`config.mk`:
```
export PLATFORM = sky130hd
export DESIGN_NAME = mac_acc
export DESIGN_NICKNAME = d
export VERILOG_FILES = /design/src/rtl/mac_acc.sv
export SDC_FILE = /design/constraint.sdc
export NUM_CORES = 1
export LEC_CHECK = 0
export ABC_AREA = 1
export CAP_MARGIN = 20
export CORE_UTILIZATION = 60
export CTS_BUF_LIST = sky130_fd_sc_hd__clkbuf_2 sky130_fd_sc_hd__clkbuf_4 sky130_fd_sc_hd__clkbuf_8
export CTS_CLUSTER_DIAMETER = 60
export CTS_CLUSTER_SIZE = 24
export DETAILED_ROUTE_END_ITERATION = 8
export PLACE_DENSITY = 0.89
export SLEW_MARGIN = 15
export SYNTH_ARGS = -nofsm -noshare
export SYNTH_HDL_FRONTEND = slang
export SYNTH_SLANG_ARGS = --single-unit
```
`constraint.sdc`:
```
create_clock -name clk -period 5.1 [get_ports clk]
set_clock_uncertainty 0.15 [all_clocks]
set_input_delay 1.02 -clock clk [delete_from_list [all_inputs] [get_ports clk]]
set_output_delay 1.02 -clock clk [all_outputs]
set_load 0.02 [all_outputs]
```
`src/rtl/mac_acc.sv`:
```
// mac_acc: streaming signed accumulator for the MAC product path.
// It sums one group of products per in_last and reports the saturated sum,
// a sticky overflow flag and a saturating term count.
// A single registered result slot uses a valid/ready handshake.
//
// Ports:
//   clk, rst           clock and synchronous active-high reset
//   in_vld/in_rdy      product beat handshake (in_rdy is combinational)
//   in_data, in_last   signed product and end-of-group marker
//   out_vld/out_rdy    result handshake
//   out_sum            saturated group sum (signed)
//   out_ovf            group clamped at least once
//   out_cnt            number of terms in the group, saturating
module mac_acc #(
  parameter int unsigned IN_W  = 16,
  parameter int unsigned ACC_W = 20,
  parameter int unsigned CNT_W = 8
) (
  input  logic             clk,
  input  logic             rst,
  input  logic             in_vld,
  output logic             in_rdy,
  input  logic [IN_W-1:0]  in_data,
  input  logic             in_last,
  output logic             out_vld,
  input  logic             out_rdy,
  output logic [ACC_W-1:0] out_sum,
  output logic             out_ovf,
  output logic [CNT_W-1:0] out_cnt
);

  localparam int unsigned SUM_W = ACC_W + 1;
  localparam int unsigned EXT_W = SUM_W - IN_W;
  localparam logic [ACC_W-1:0] ACC_MAX = {1'b0, {(ACC_W-1){1'b1}}};
  localparam logic [ACC_W-1:0] ACC_MIN = {1'b1, {(ACC_W-1){1'b0}}};
  localparam logic [CNT_W-1:0] CNT_MAX = '1;

  typedef enum logic {
    EMPTY   = 1'b0,
    PARTIAL = 1'b1
  } phase_t;

  phase_t           phase, phase_n;
  logic [ACC_W-1:0] acc, acc_n;
  logic             ovf_acc, ovf_acc_n;
  logic [CNT_W-1:0] cnt_acc, cnt_acc_n;
  logic             out_vld_n;
  logic [ACC_W-1:0] out_sum_n;
  logic             out_ovf_n;
  logic [CNT_W-1:0] out_cnt_n;

  logic             beat;
  logic             take;
  logic [ACC_W-1:0] acc_base;
  logic             ovf_base;
  logic [CNT_W-1:0] cnt_base;
  logic [SUM_W-1:0] sum_raw;
  logic             sum_ovf;
  logic [ACC_W-1:0] sum_sat;
  logic [CNT_W-1:0] cnt_inc;

  // The single result slot blocks input only while a result is stalled.
  assign in_rdy = !(out_vld && !out_rdy);
  assign beat   = in_vld && in_rdy;
  assign take   = out_vld && out_rdy;

  // Per-beat saturating add; a group starting in EMPTY begins from zero.
  always_comb begin
    acc_base = (phase == EMPTY) ? '0 : acc;
    ovf_base = (phase == EMPTY) ? 1'b0 : ovf_acc;
    cnt_base = (phase == EMPTY) ? '0 : cnt_acc;
    sum_raw  = {acc_base[ACC_W-1], acc_base} + {{EXT_W{in_data[IN_W-1]}}, in_data};
    // One guard bit: overflow iff the two top bits disagree.
    sum_ovf  = sum_raw[SUM_W-1] != sum_raw[SUM_W-2];
    if (sum_ovf) begin
      sum_sat = sum_raw[SUM_W-1] ? ACC_MIN : ACC_MAX;
    end else begin
      sum_sat = sum_raw[ACC_W-1:0];
    end
    cnt_inc = (cnt_base == CNT_MAX) ? cnt_base : cnt_base + CNT_W'(1);
  end

  // Next-state and result-slot logic.
  always_comb begin
    phase_n   = phase;
    acc_n     = acc;
    ovf_acc_n = ovf_acc;
    cnt_acc_n = cnt_acc;
    out_vld_n = out_vld;
    out_sum_n = out_sum;
    out_ovf_n = out_ovf;
    out_cnt_n = out_cnt;

    if (take) begin
      out_vld_n = 1'b0;
    end

    if (beat) begin
      if (in_last) begin
        // A last beat overwrites the slot; with a same-edge take there is no bubble.
        out_vld_n = 1'b1;
        out_sum_n = sum_sat;
        out_ovf_n = ovf_base | sum_ovf;
        out_cnt_n = cnt_inc;
        acc_n     = '0;
        ovf_acc_n = 1'b0;
        cnt_acc_n = '0;
        phase_n   = EMPTY;
      end else begin
        acc_n     = sum_sat;
        ovf_acc_n = ovf_base | sum_ovf;
        cnt_acc_n = cnt_inc;
        phase_n   = PARTIAL;
      end
    end
  end

  // State register.
  always_ff @(posedge clk) begin
    if (rst) begin
      phase   <= EMPTY;
      acc     <= '0;
      ovf_acc <= 1'b0;
      cnt_acc <= '0;
      out_vld <= 1'b0;
      out_sum <= '0;
      out_ovf <= 1'b0;
      out_cnt <= '0;
    end else begin
      phase   <= phase_n;
      acc     <= acc_n;
      ovf_acc <= ovf_acc_n;
      cnt_acc <= cnt_acc_n;
      out_vld <= out_vld_n;
      out_sum <= out_sum_n;
      out_ovf <= out_ovf_n;
      out_cnt <= out_cnt_n;
    end
  end

endmodule

```
## Word level (Yosys, flattened, before mapping)

Index checks and enable logic that the tools add are counted.

| storage, ports and cells | value |
|---|---|
| register bits after elaboration | 60 |
| input bits | 21 |
| output and inout bits | 31 |
| logic and storage cells | 32 |

| operators by class | value |
|---|---|
| $add $sub $neg | 2 |
| equal/unequal tests | 2 |
| multiplexer cells | 13 |
| bitwise logic cells | 1 |
| reductions and logical operators | 6 |

Operator list:

| cell | count |
|---|---|
| 20-bit 2-to-1 mux | 4 |
| 8-bit 2-to-1 mux | 3 |
| 20-bit by 16-bit adder with 21-bit output | 1 |
| 8-bit by 1-bit adder with 8-bit output (second input constant) | 1 |
| 8-bit == test (second input constant) | 1 |
| 1-bit 2-to-1 mux | 6 |
| 1-bit logical AND | 3 |
| 1-bit logical NOT | 2 |
| 2-bit AND reduction | 1 |
| 1-bit != test | 1 |
| 1-bit bitwise OR | 1 |

## Longest topological paths before layout

Gate-level depths: netlist (run 1).

| logic depth | value |
|---|---|
| depth after elaboration | 5 |
| mapped depth | 21 |
| depth with buffers taken out | 18 |

## Least setup slack after synthesis (run 1)

No wires, ideal clock.

| timing path | value |
|---|---|
| path type | in2reg |
| start point | in in_data[0] |
| end point | reg acc[14] |
| setup time | 70 ps |
| arrival time | 2740 ps |
| required time | 4880 ps |
| path slack | 2139 ps |
| stages on the path | 16 |
| path through | ha_1 -> inv_1 -> fa_1 -> inv_1 -> nand3_1 -> nand3_1 -> inv_1 -> o21ai_0 -> nand3_1 -> nand2_1 -> nand2_1 -> nand2_1 -> nand2_2 -> nand2_1 -> nand2_1 -> a21oi_1 |

| on the way | value |
|---|---|
| cells in the longest elaborated chain, start to end | 4 |
| elaborated cells between the ends (all ways) | 5 |
| those cells by class | add/sub (1); eq/ne (1); mux (3) |

Ends and longest elaborated chain:

| what | line | text |
|---|---|---|
| start: declaration | 23 | `input logic [IN_W-1:0] in_data,` |
| 20-bit by 16-bit adder with 21-bit output * | 72 | `sum_raw = {acc_base[ACC_W-1], acc_base} + {{EXT_W{in_data[IN_W-1]}}, in_data};` |
| 20-bit 2-to-1 mux / 1-bit != test (equally long branches) | 76, 74 |  |
| 20-bit 2-to-1 mux * | 75 | `if (sum_ovf) begin` |
| 20-bit 2-to-1 mux * | 99 | `if (in_last) begin` |
| end signal: assignment | 131 | `acc <= acc_n;` |
| end: declaration | 44 | `logic [ACC_W-1:0] acc, acc_n;` |

Every way passes the cells marked *; elsewhere a longest branch is shown, timed or not.
A chain may end at the register's enable or synchronous reset.

## Worst setup path after layout (run 1)

Ends and elaborated chain as after synthesis.

==> results of run 1 <==
-- power groups by stage --
stage               Clock, µW  Sequential [µW]  Combinational, µW
global placement            0              517                229
finish                    420              509                238
global route              447              511                260
floorplan                   0              531                142
CTS                       425              508                236
detailed placement          0              518                234
-- state kept, by name (all words and copies together), names as in the netlist --
name / flops
acc: 20
out_sum: 20
out_vld: 1
out_cnt: 8
out_ovf: 1
cnt_acc: 8
ovf_acc: 1
phase: 1
-- cells by family (layout without fill, tap and decap cells) --
group	count (synthesis)	in the layout	synth area share, %
adders and majority gates	22	22	7.11
buffers and inverters	95	144	9.79
DFF	60	60	30.2
and+or+nand+nor	317	317	33.1
AOI/OAI and AO/OA	107	107	16.2
xor gates and xnor gates	16	16	3.53
-- area by class of cell --
cell class | count | area (µm²) | area share [%]
clock buffers | 11 | 139 | 2.96
flip-flops and latches | 60 | 1200 | 25.6
clock inverters | 5 | 52.6 | 1.12
well taps | 77 | 96.3 | 2.05
repair buffers | 58 | 563 | 12.0
inverters | 70 | 263 | 5.59
multi-input cells | 462 | 2380 | 50.7
-- Yosys cell counts, types with 2 or more instances --
cell type,instances,area share (%)
dfxtp_1,60,30
buf_1,2,0.19
a31oi_2,10,3.1
o21ai_0,33,4.2
or2_2,2,0.31
inv_1,64,6.0
nand2_1,223,21
buf_2,5,0.63
nand3_2,3,0.76
nand3_1,29,3.7
nor2_1,34,3.2
xor2_1,11,2.4
o21bai_1,5,0.94
a21oi_1,45,5.7
xnor2_1,5,1.1
nand2_2,11,1.7
clkbuf_1,14,1.3
ha_1,21,6.6
a31oi_1,12,1.9
and2_1,2,0.31
inv_2,5,0.47
nor3_1,2,0.25
nand4_1,9,1.4
buf_6,3,0.85
-- through the flow --
| step | total power, µW | hold WS [ps] | util (%) |
|---|---|---|---|
| final | 1170 | 319 | 73.6 |
| after global routing | 1220 | 327 | 73.6 |
| after CTS | 1170 | 316 | 73.6 |
| after detailed placement | 753 | 306 | 70.6 |
| after global placement | 746 | 302 | 70.6 |
| after floorplan | 673 | 295 | - |
-- critical path, cell delays in order --
cell,delay [ps]
clkdlybuf4s50_1,480
ha_1,240
inv_1,110
fa_1,410
inv_1,100
nand3_1,70
nand3_1,220
inv_1,130
o21ai_0,270
nand3_1,210
nand2_1,100
nand2_1,50
nand2_1,70
nand2_2,80
nand2_1,100
nand2_1,50
a21oi_1,150
-- final timing paths --
path / from / endpoint
max: in_data[0] / acc[14]
min: acc[19] / acc[19]
max reg2reg: phase / acc[11]
min reg2reg: acc[19] / acc[19]
-- layout by cell type (no fill, tap or decap) --
master	instances
clkinvlp_4	1
clkinv_2	3
nor2_1	34
nand2_2	11
clkdlybuf4s50_1	51
a21o_1	1
nand2_1	223
a31oi_1	12
dfxtp_1	60
xnor2_1	5
nor3_1	2
nand4_1	9
ha_1	21
o21bai_1	5
a2bb2oi_1	1
and2_1	2
or2_2	2
clkbuf_8	9
inv_1	64
a21oi_1	45
inv_2	5
a31oi_2	10
nor2_2	1
clkinv_1	1
xor2_1	11
nand3_1	29
nand3_2	3
bufinv_16	1
nor2_4	1
o21ai_0	33
buf_4	7
clkbuf_4	2
fa_1	1
-- per-layer routing --
metal  up-vias  share of wire, %  routed length, µm
met4         0               2.2                223
met1      1845                43               4390
li1       2072                 -                  -
met2       162                48               4900
met3        22               7.2                742
met5         -                 0                  0
==> key figures, run 1 <==
Outcome
  • Outcome: finished, final reports clean

Yosys
  • Post-Syn Area: 0.00398 mm²
  • Post-synth EDFFs: 0
  • FFs w/ async S/R, synth: 0%
  • Gate Count Post-Synth: 617
  • Seq/Total Area, Yosys: 30.2%
  • Yosys cell types: 31
  • Synth Net Count: 660
  • Syn_area_per_cell: 6.44 µm²
  • Synth warn: 0
  • Post-synthesis register bit count: 60
  • Main flop type after synthesis: dfxtp_1

Power and ir drop
  • Sw frac: 29.8%
  • Net Switching: 348 µW
  • Clk pwr share: 36.0%
  • Int Power: 819 µW
  • Flop pwr share: 43.6%
  • Combinational share of power: 20.4%
  • Static leakage: 0.00232 µW
  • Peak supply drop: 260 µV
  • PD cells: 248 mW/mm²

Critical path
  • WP data arrival: 3850 ps
  • Crit-path max FO: 4
  • Setup Crit Path Kind: input port to register
  • Worst R2R Path Depth: 18
  • CP startpoint kind: input port
  • R2R setup slack: 1770 ps
  • Crit end category: register
  • Worst EP required: 5230 ps

Finish
  • Cell Count, Final, Fillers Out: 743
  • ANT cells: 0
  • Design area: 0.00470 mm²
  • Share of cells above drive strength 1: 8.41%
  • Final net count: 704
  • Area growth, synth to finish: 18.2%
  • Fill cell count: 526

Route
  • Wire per inst: 13.8 µm
  • Initial DRT Pass Iterations: 5
  • Number of remaining DRC errors: 0
  • Antenna Nets Post-Route: 0
  • Vias/cell: 5.52
  • Via count: 4101
  • Total Wirelength: 10300 µm
  • Initial detailed-routing violation count: 364

Timing
  • Total negative slack: 0 ps
  • Headroom to the max-slew limit: 39.1%
  • Slew @ Worst Pin: 910 ps
  • Max Slew Vio Count: 0
  • # setup viols final: 0
  • Minimum clock period: 3720 ps
  • Hold Fails Final Rpt: 0
  • Final worst slack: 1380 ps
  • FMAX: 269 MHz
  • Fin crit share: 73.0%
  • Unrepaired setup endpoints after global routing: false

GRT
  • Total track usage: 30.7%
  • Initial antenna violation count: 0
  • Routing usage on met1: 37.9%
  • Busiest grt layer: met2
  • Total gr overflow: 0
  • Met3 GRT Util: 7.46%
  • Vias in the first global route: 3844
  • Largest net degree at the start of global routing: 32
  • Met2 usage: 51.9%
  • First-pass GRT wire length: 17200 µm

Die
  • Boundary pin count: 52
  • Starting Density: 62.2%
  • Core box area: 0.00639 mm²
  • Chip height: 83.4 µm
  • Core Rows: 29
  • Die Area: 0.00695 mm²
  • Die width: 83.4 µm

Clock tree
  • Setup bufs post-CTS: 0
  • CTS resizes: 0
  • Clock transition at the registers of the reported paths: 70 ps
  • Num CTS Buffers: 9
  • CTS tree: yes
  • # clock sinks: 60
  • CTS Hold Bufs: 0
  • Clock root cell: clkbuf_8
  • Skew-Pair Late Insertion Delay: 340 ps
  • CTS max path bufs: 2
  • H-tree depth: 3

Hold path
  • Hold Path Depth: 2
  • Hold WC Path Type: register to register

Place
  • Routability cong.: 1.03
  • PortBufs: 51
  • Cell Area, Placed: 0.00451 mm²
  • Detailed placement HPWL: 7640 µm
  • Inst Count DP: 727
  • Dpl ws: 1110 ps

Run
  • MaxCap Viol Count: 0
Power figures use the tool's default switching activity.
==> inputs of run 2 (changes only) <==
--- a/config.mk
+++ b/config.mk
@@ -7,12 +7,12 @@
 export LEC_CHECK = 0
 export ABC_AREA = 1
 export CAP_MARGIN = 20
-export CORE_UTILIZATION = 60
+export CORE_UTILIZATION = 52
 export CTS_BUF_LIST = sky130_fd_sc_hd__clkbuf_2 sky130_fd_sc_hd__clkbuf_4 sky130_fd_sc_hd__clkbuf_8
 export CTS_CLUSTER_DIAMETER = 60
 export CTS_CLUSTER_SIZE = 24
 export DETAILED_ROUTE_END_ITERATION = 8
-export PLACE_DENSITY = 0.89
+export PLACE_DENSITY = 0.82
 export SLEW_MARGIN = 15
 export SYNTH_ARGS = -nofsm -noshare
 export SYNTH_HDL_FRONTEND = slang
==> constraint.sdc (replaced) <==
create_clock -name clk -period 3.17 [get_ports clk]
set_clock_uncertainty 0.15 [all_clocks]
set_input_delay 0.634 -clock clk [delete_from_list [all_inputs] [get_ports clk]]
set_output_delay 0.634 -clock clk [all_outputs]
set_load 0.02 [all_outputs]
==> run 2 against run 1 <==
Effect of this change: sequential share of layout area down 1.3 points; final cell count is 5.7% higher; register-to-register slack lost 1400 ps; critical path depth stayed put; flip-flop and latch count unchanged; critical path type unchanged; highest routed layer unchanged.
==> key figures, run 2 (synthesis results as in run 1) <==
Power and ir drop
  • Flop pwr share: 40.3% (was 43.6%)
  • Static leakage: 0.00245 µW (was 0.00232 µW)
  • Overall Power: 2020 µW (was 1170 µW)
  • Sw frac: 28.4% (was 29.8%)
  • Clk pwr share: 39.0% (was 36.0%)
  • PD cells: 407 mW/mm² (was 248 mW/mm²)
  • Int Power: 1450 µW (was 819 µW)
  • Net Switching: 572 µW (was 348 µW)
  • Combinational share of power: 20.7% (was 20.4%)
  • Peak supply drop: 274 µV (was 260 µV)

Clock tree
  • H-tree depth: 3 (unchanged)
  • # clock sinks: 60 (unchanged)
  • CTS max path bufs: 2 (unchanged)
  • Setup bufs post-CTS: 0 (unchanged)
  • Skew-Pair Late Insertion Delay: 340 ps (about the same)
  • Clock transition at the registers of the reported paths: 70 ps (about the same)
  • CTS tree: yes (unchanged)
  • Clock root cell: clkbuf_8 (unchanged)
  • Num CTS Buffers: 9 (unchanged)
  • CTS Hold Bufs: 0 (unchanged)

Die
  • Core box area: 0.00733 mm² (was 0.00639 mm²)
  • Die width: 89.4 µm (was 83.4 µm)
  • Chip height: 89.4 µm (was 83.4 µm)
  • Core Rows: 31 (was 29)
  • Boundary pin count: 52 (unchanged)
  • Die Area: 0.00800 mm² (was 0.00695 mm²)
  • Starting Density: 54.2% (was 62.2%)

Critical path
  • Worst EP required: 3290 ps (was 5230 ps)
  • WP data arrival: 3070 ps (was 3850 ps)
  • Crit-path max FO: 4 (unchanged)
  • CP startpoint kind: input port (unchanged)
  • R2R setup slack: 350 ps (was 1770 ps)
  • Worst r2r src: phase (unchanged)
  • Worst R2R Path Depth: 19 (was 18)
  • Setup Crit Path Kind: input port to register (unchanged)
  • Worst R2R End: acc[14] (was acc[11])
  • Crit end category: register (unchanged)

Timing
  • # setup viols final: 0 (unchanged)
  • Hold Fails Final Rpt: 0 (unchanged)
  • Fin crit share: 93.0%
  • Slew @ Worst Pin: 809 ps (was 910 ps)
  • Unrepaired setup endpoints after global routing: false (unchanged)
  • Headroom to the max-slew limit: 46.0% (was 39.1%)
  • Minimum clock period: 2950 ps
  • Max Slew Vio Count: 0 (unchanged)
  • FMAX: 339 MHz
  • Final worst slack: 221 ps (was 1380 ps)

GRT
  • Largest net degree at the start of global routing: 44 (was 32)
  • Initial antenna violation count: 0 (unchanged)
  • First-pass GRT wire length: 17400 µm (was 17200 µm)
  • Vias in the first global route: 3963 (was 3844)
  • Total track usage: 28.1% (was 30.7%)
  • Total gr overflow: 0 (unchanged)

Finish
  • Final core occ: 67.6% (was 73.6%)
  • Final net count: 724 (was 704)
  • Largest registers: acc x20, out_sum x20 (unchanged)
  • Area growth, synth to finish: 24.6% (was 18.2%)
  • Share of cells above drive strength 1: 11.2% (was 8.41%)
  • Commonest non-fill, non-tap cells in the layout: nand2_1, inv_1, dfxtp_1, clkdlybuf4s50_1, a21oi_1 (unchanged)
  • ANT cells: 0 (unchanged)
  • Commonest non-fill, non-tap cell in the layout: nand2_1 (unchanged)

Route
  • Vias/cell: 5.31 (was 5.52)
  • Total Wirelength: 10600 µm (was 10300 µm)
  • Antenna Nets Post-Route: 0 (unchanged)
  • Initial DRT Pass Iterations: 5 (unchanged)
  • Via count: 4169 (was 4101)
  • Number of remaining DRC errors: 0 (unchanged)
  • Wire per inst: 13.5 µm (was 13.8 µm)
  • Initial detailed-routing violation count: 221 (was 364)

Run
  • MaxCap Viol Count: 0 (unchanged)

Hold path
  • Hold Path Depth: 2 (unchanged)
  • WHS Endpoint: acc[9] (was acc[19])
  • Launch point of the worst hold path: acc[9] (was acc[19])
  • Hold WC Path Type: register to register (unchanged)

Place
  • Detailed placement HPWL: 7930 µm (was 7640 µm)
  • Dpl ws: -83.9 ps (was 1110 ps)
  • Routability cong.: 0.951 (was 1.03)
  • PortBufs: 51 (unchanged)

Outcome
  • Outcome: finished, final reports clean (unchanged)
## run 2: changes by cell type in the layout (fill, tap and decap cells not counted)
cell and delta:
a21oi_1 -1, buf_12 +3, a21oi_2 +1, buf_4 +17
clkinv_2 -2, clkbuf_8 +1, bufinv_16 +1
## run 2: area by class of cell
| cell class | count | area [µm²] |
|---|---|---|
| Timing Repair Buffer | 78 | 751 |
| Multi-Input combinational cell | 462 | 2390 |
| Sequential cell | 60 | 1200 |
| Clock buffer | 12 | 153 |
| Fill cell | 633 | 2380 |
| Tap cell | 99 | 124 |
| Clock inverter | 4 | 72.6 |
| Inverter | 70 | 263 |
## run 2: per-stage QoR
step	hold WS, ps	cell area (µm²)	setup TNS, ps	std cells
finish	315	4950	0	785
global placement	302	4720	-60.4	769
floorplan	295	3980	0	617
global route	336	4950	0	785
CTS	316	4950	0	785
detailed placement	306	4720	-310	769
## run 2: routing by layer
| metal | up-vias | share of wire, % | track usage, % |
|---|---|---|---|
| met3 | 22 | 6.0 | 4.80 |
| met4 | 0 | 1.9 | 9.24 |
| met5 | - | 0 | 0 |
| met1 | 1904 | 44 | 33.7 |
| li1 | 2103 | - | - |
| met2 | 140 | 49 | 50.7 |
## run 2: worst max-delay path, stage by stage
cell and delay (ps):
clkdlybuf4s50_1 460, ha_1 160, inv_1 70, fa_1 380, inv_1 80, nand3_1 60, nand3_1 170, inv_1 90
o21ai_0 230, nand3_1 200, nand2_1 100, nand2_1 50, nand2_1 70, nand2_2 80, nand2_1 70, nand2_1 50
a21oi_1 110
## run 2: power groups by stage
stage	Sequential, µW	Clock (µW)	Combinational [µW]
global route	818	827	457
CTS	813	793	415
finish	814	786	417
global placement	828	0	406
floorplan	854	0	229
detailed placement	830	0	412
## run 2: repair_timing
action,4_1_cts,5_1_grt
endpoints found under the setup margin,0,1
hold endpoints to repair,0,0
resized for setup,0,1
## run 2: worst max-delay path by stage
stage | startpoint | end | slack, ps
floorplan | phase | acc[14] | 340
global placement | in_data[0] | acc[14] | -50
detailed placement | in_data[0] | acc[14] | -80
CTS | in_data[0] | acc[14] | 250
global route | in_data[15] | acc[8] | 20
finish | in_data[0] | acc[14] | 220
==> inputs of run 3 (changes only) <==
--- a/config.mk
+++ b/config.mk
@@ -5,9 +5,9 @@
 export SDC_FILE = /design/constraint.sdc
 export NUM_CORES = 1
 export LEC_CHECK = 0
-export ABC_AREA = 1
+export ABC_AREA = 0
 export CAP_MARGIN = 20
-export CORE_UTILIZATION = 52
+export CORE_UTILIZATION = 51
 export CTS_BUF_LIST = sky130_fd_sc_hd__clkbuf_2 sky130_fd_sc_hd__clkbuf_4 sky130_fd_sc_hd__clkbuf_8
 export CTS_CLUSTER_DIAMETER = 60
 export CTS_CLUSTER_SIZE = 24
==> run 3 against run 2 <==
Effect of this change: the flow now finishes with violations (design-rule violations, negative setup slack); die area is 11% lower; register-to-register slack worse by 430 ps; wire length is 3.3% lower; critical path type is now register to register; critical endpoint is now acc[17]; largest cell class unchanged; largest power group unchanged.
==> key figures, run 3 <==
Yosys
  • Count leader, synth: dfxtp_1 (was nand2_1)
  • Post-Syn Area: 0.00344 mm² (was 0.00398 mm²)
  • Synth top cells by count: dfxtp_1, nand2_1, a21oi_1, and2_1 (was nand2_1, inv_1, dfxtp_1, a21oi_1, nor2_1)
  • Cell taking the most area after synthesis: dfxtp_1 (unchanged)
  • Synth warn: 0 (unchanged)
  • Gate Count Post-Synth: 405 (was 617)
  • Area contributors post-synth: dfxtp_1, ha_1, nand2_1 (was dfxtp_1, nand2_1, ha_1)
  • Seq/Total Area, Yosys: 34.9% (was 30.2%)
  • Syn_area_per_cell: 8.50 µm² (was 6.44 µm²)
  • Synth Net Count: 448 (was 660)
  • Yosys cell types: 57 (was 31)
  • FFs w/ async S/R, synth: 0% (unchanged)
  • Post-synthesis register bit count: 60 (unchanged)
  • Post-synth EDFFs: 0 (unchanged)
  • Post-synth top area share: 34.9% (was 30.2%)
  • Main flop type after synthesis: dfxtp_1 (unchanged)

Finish
  • Fill cell count: 398 (was 633)
  • Area growth, synth to finish: 41.7% (was 24.6%)
  • Final core occ: 76.0% (was 67.6%)
  • ANT cells: 0 (unchanged)
  • Cell Count, Final, Fillers Out: 596 (was 785)
  • Share of cells above drive strength 1: 25.4% (was 11.2%)
  • Commonest non-fill, non-tap cell in the layout: buf_4 (was nand2_1)
  • Final net count: 557 (was 724)
  • Commonest non-fill, non-tap cells in the layout: buf_4, dfxtp_1, nand2_1, clkdlybuf4s50_1, a21oi_1 (was nand2_1, inv_1, dfxtp_1, clkdlybuf4s50_1, a21oi_1)
  • Sequential Area: 0.00120 mm² (about the same)
  • Largest registers: acc x20, out_sum x20 (unchanged)
  • Multi-input logic area: 0.00232 mm² (was 0.00239 mm²)

Die
  • Die width: 84.2 µm (was 89.4 µm)
  • Core box area: 0.00642 mm² (was 0.00733 mm²)
  • Die Area: 0.00708 mm² (was 0.00800 mm²)
  • Core Rows: 29 (was 31)
  • Boundary pin count: 52 (unchanged)
  • Starting Density: 53.6% (was 54.2%)
  • Chip height: 84.2 µm (was 89.4 µm)

Clock tree
  • CTS tree: yes (unchanged)
  • Clock transition at the registers of the reported paths: 70 ps (about the same)
  • Clock root cell: clkbuf_8 (unchanged)
  • Num CTS Buffers: 9 (unchanged)
  • H-tree depth: 3 (unchanged)
  • CTS Hold Bufs: 0 (unchanged)
  • # clock sinks: 60 (unchanged)
  • Skew-Pair Late Insertion Delay: 340 ps (about the same)
  • CTS max path bufs: 2 (unchanged)

Timing
  • Final worst slack: -81.2 ps (was 221 ps)
  • FMAX: 308 MHz (was 339 MHz)
  • Minimum clock period: 3250 ps (was 2950 ps)
  • Hold Fails Final Rpt: 0 (unchanged)
  • Total negative slack: -913 ps (was 0 ps)
  • Headroom to the max-slew limit: 55.6% (was 46.0%)
  • Fin crit share: 103% (was 93.0%)
  • Slew @ Worst Pin: 666 ps (was 809 ps)
  • Unrepaired setup endpoints after global routing: true (was false)
  • Max Slew Vio Count: 0 (unchanged)
  • # setup viols final: 29 (was 0)

GRT
  • Largest net degree at the start of global routing: 43 (was 44)
  • Total track usage: 28.9% (was 28.1%)
  • Met2 usage: 46.9% (was 50.7%)
  • Met3 GRT Util: 5.60% (was 4.80%)
  • Routing usage on met1: 36.9% (was 33.7%)
  • Busiest grt layer: met2 (unchanged)
  • Vias in the first global route: 3354 (was 3963)
  • Total gr overflow: 0 (unchanged)
  • Initial antenna violation count: 0 (unchanged)
  • First-pass GRT wire length: 16100 µm (was 17400 µm)

Outcome
  • Outcome: finished, violations left (was finished, final reports clean)
  • Failing checks: design-rule violations, negative setup slack

Power and ir drop
  • Overall Power: 1990 µW (was 2020 µW)
  • PD cells: 407 mW/mm² (about the same)
  • Static leakage: 0.00202 µW (was 0.00245 µW)
  • Peak supply drop: 325 µV (was 274 µV)

Route
  • Initial detailed-routing violation count: 432 (was 221)
  • Total Wirelength: 10300 µm (was 10600 µm)
  • Antenna Nets Post-Route: 0 (unchanged)
  • Initial DRT Pass Iterations: 7 (was 5)
  • Vias/cell: 5.90 (was 5.31)
  • Via count: 3519 (was 4169)
  • Number of remaining DRC errors: 11 (was 0)
  • Wire per inst: 17.2 µm (was 13.5 µm)

Place
  • PortBufs: 51 (unchanged)
  • Detailed placement HPWL: 6800 µm (was 7930 µm)
  • Inst Count DP: 572 (was 769)
  • Routability cong.: 0.860 (was 0.951)

Critical path
  • CP peak stage delay: 400 ps (was 460 ps)
  • Crit end category: register (unchanged)
  • Worst R2R Path Depth: 14 (was 19)
  • Crit-path leading delay family: compound AO/OA/AOI/OAI gates (was simple AND/OR/NAND/NOR gates)
  • Crit-path max FO: 6 (was 4)
  • Worst-path cell chain: and2_4 > ha_4 > inv_2 > fa_2 > nor2b_4 > o2111ai_4 > a31oi_4 > a31oi_4 > o21a_4 > o2111ai_4 > buf_6 > nand2_4 > maj3_2 > a21oi_2 (was clkdlybuf4s50_1 > ha_1 > inv_1 > fa_1 > inv_1 > nand3_1 > nand3_1 > inv_1 > o21ai_0 > nand3_1 > nand2_1 > nand2_1 > nand2_1 > nand2_2 > nand2_1 > nand2_1 > a21oi_1)
  • Worst r2r src: phase (unchanged)
  • R2R setup slack: -80 ps (was 350 ps)
  • Setup Crit Path Kind: register to register (was input port to register)
  • Buf/Inv on CP: 2 (was 4)
  • Crit path max-delay cell type: dfxtp_4 (was clkdlybuf4s50_1)
  • WP data arrival: 3370 ps (was 3070 ps)
  • CP startpoint kind: register (was input port)
  • Worst R2R End: acc[17] (was acc[14])
  • Worst EP required: 3290 ps (about the same)

Hold path
  • Hold Path Depth: 2 (unchanged)
  • WHS Endpoint: out_sum[11] (was acc[9])
  • Launch point of the worst hold path: out_sum[11] (was acc[9])
  • Hold WC Path Type: register to register (unchanged)

Run
  • MaxCap Viol Count: 0 (unchanged)
==> run 3: cell types whose count changed after synthesis, sizes merged, moves of 10 or more <==
cell    before  now
o211ai       0   10
nor2        36   20
inv         69    8
and2         2   23
nand3       32    9
a31oi       22    2
a21oi       45   32
nand2      234   58
==> run 3: worst reg2reg max path: cells and delay by family, from the launching register on <==
family / cells / cell delay [ps]
compound gates: 6 / 1120
fa+ha+maj: 3 / 890
buf+inv: 2 / 220
flops: 1 / 400
simple gates: 3 / 410
==> run 3: worst max-delay path by stage <==
| stage | end | slack, ps | depth (start not counted) | start |
|---|---|---|---|---|
| global route | acc[0] | -150 | 14 | phase |
| detailed placement | acc[0] | -670 | 13 | in_data[0] |
| CTS | acc[0] | -30 | 13 | phase |
| global placement | acc[0] | -580 | 13 | in_data[0] |
| finish | acc[17] | -80 | 14 | phase |
| floorplan | acc[11] | -130 | 16 | phase |
==> run 3: kinds of logic (layout without fill, tap and decap cells) <==
group           count (synthesis)  count (layout)  share of synthesized area [%]
buf+inv                        30             143                           3.78
compound gates                128             128                           25.8
simple gates                  131             132                           18.0
mux                             1               1                          0.291
flops                          60              60                           34.9
fa+ha+maj                      31              31                           11.1
xor+xnor                       24              24                           6.10
==> run 3: layout make-up <==
type | instances | area share [%]
Multi-Input combinational cell | 316 | 47.6
Sequential cell | 60 | 24.7
Tap cell | 77 | 1.97
Timing Repair Buffer | 119 | 21.2
Clock inverter | 5 | 1.08
Clock buffer | 11 | 2.85
Inverter | 8 | 0.615
==> run 3: power by group <==
| group | switching (µW) | internal, µW | total (µW) |
|---|---|---|---|
| Sequential | 28.8 | 801 | 829 |
| Clock | 311 | 377 | 688 |
| Combinational | 248 | 223 | 471 |
| Total | 588 | 1400 | 1990 |
==> run 3: what timing repair did <==
item                       in CTS  in global routing
gates cloned                    0                  1
buffers inserted                5                  3
setup endpoints to repair      42                 42
pin swaps                      23                 29
gates resized for setup        27                 20
==> run 3: through the flow <==
| stage | setup slack, ps | instance area [µm²] | hold WS, ps |
|---|---|---|---|
| 2_1_floorplan | -126 | 3490 | 298 |
| 3_3_place_gp | -577 | 4430 | 283 |
| 3_5_place_dp | -673 | 4430 | 290 |
| 4_1_cts | -31.6 | 4750 | 299 |
| 5_1_grt | -153 | 4880 | 313 |
| 6_report | -81.2 | 4880 | 296 |
==> run 3: layer usage <==
| layer | share of wire, % | wire (µm) |
|---|---|---|
| met1 | 43 | 4400 |
| met2 | 48 | 4900 |
| met3 | 6.4 | 653 |
| met4 | 3.2 | 327 |
| met5 | 0 | 0 |
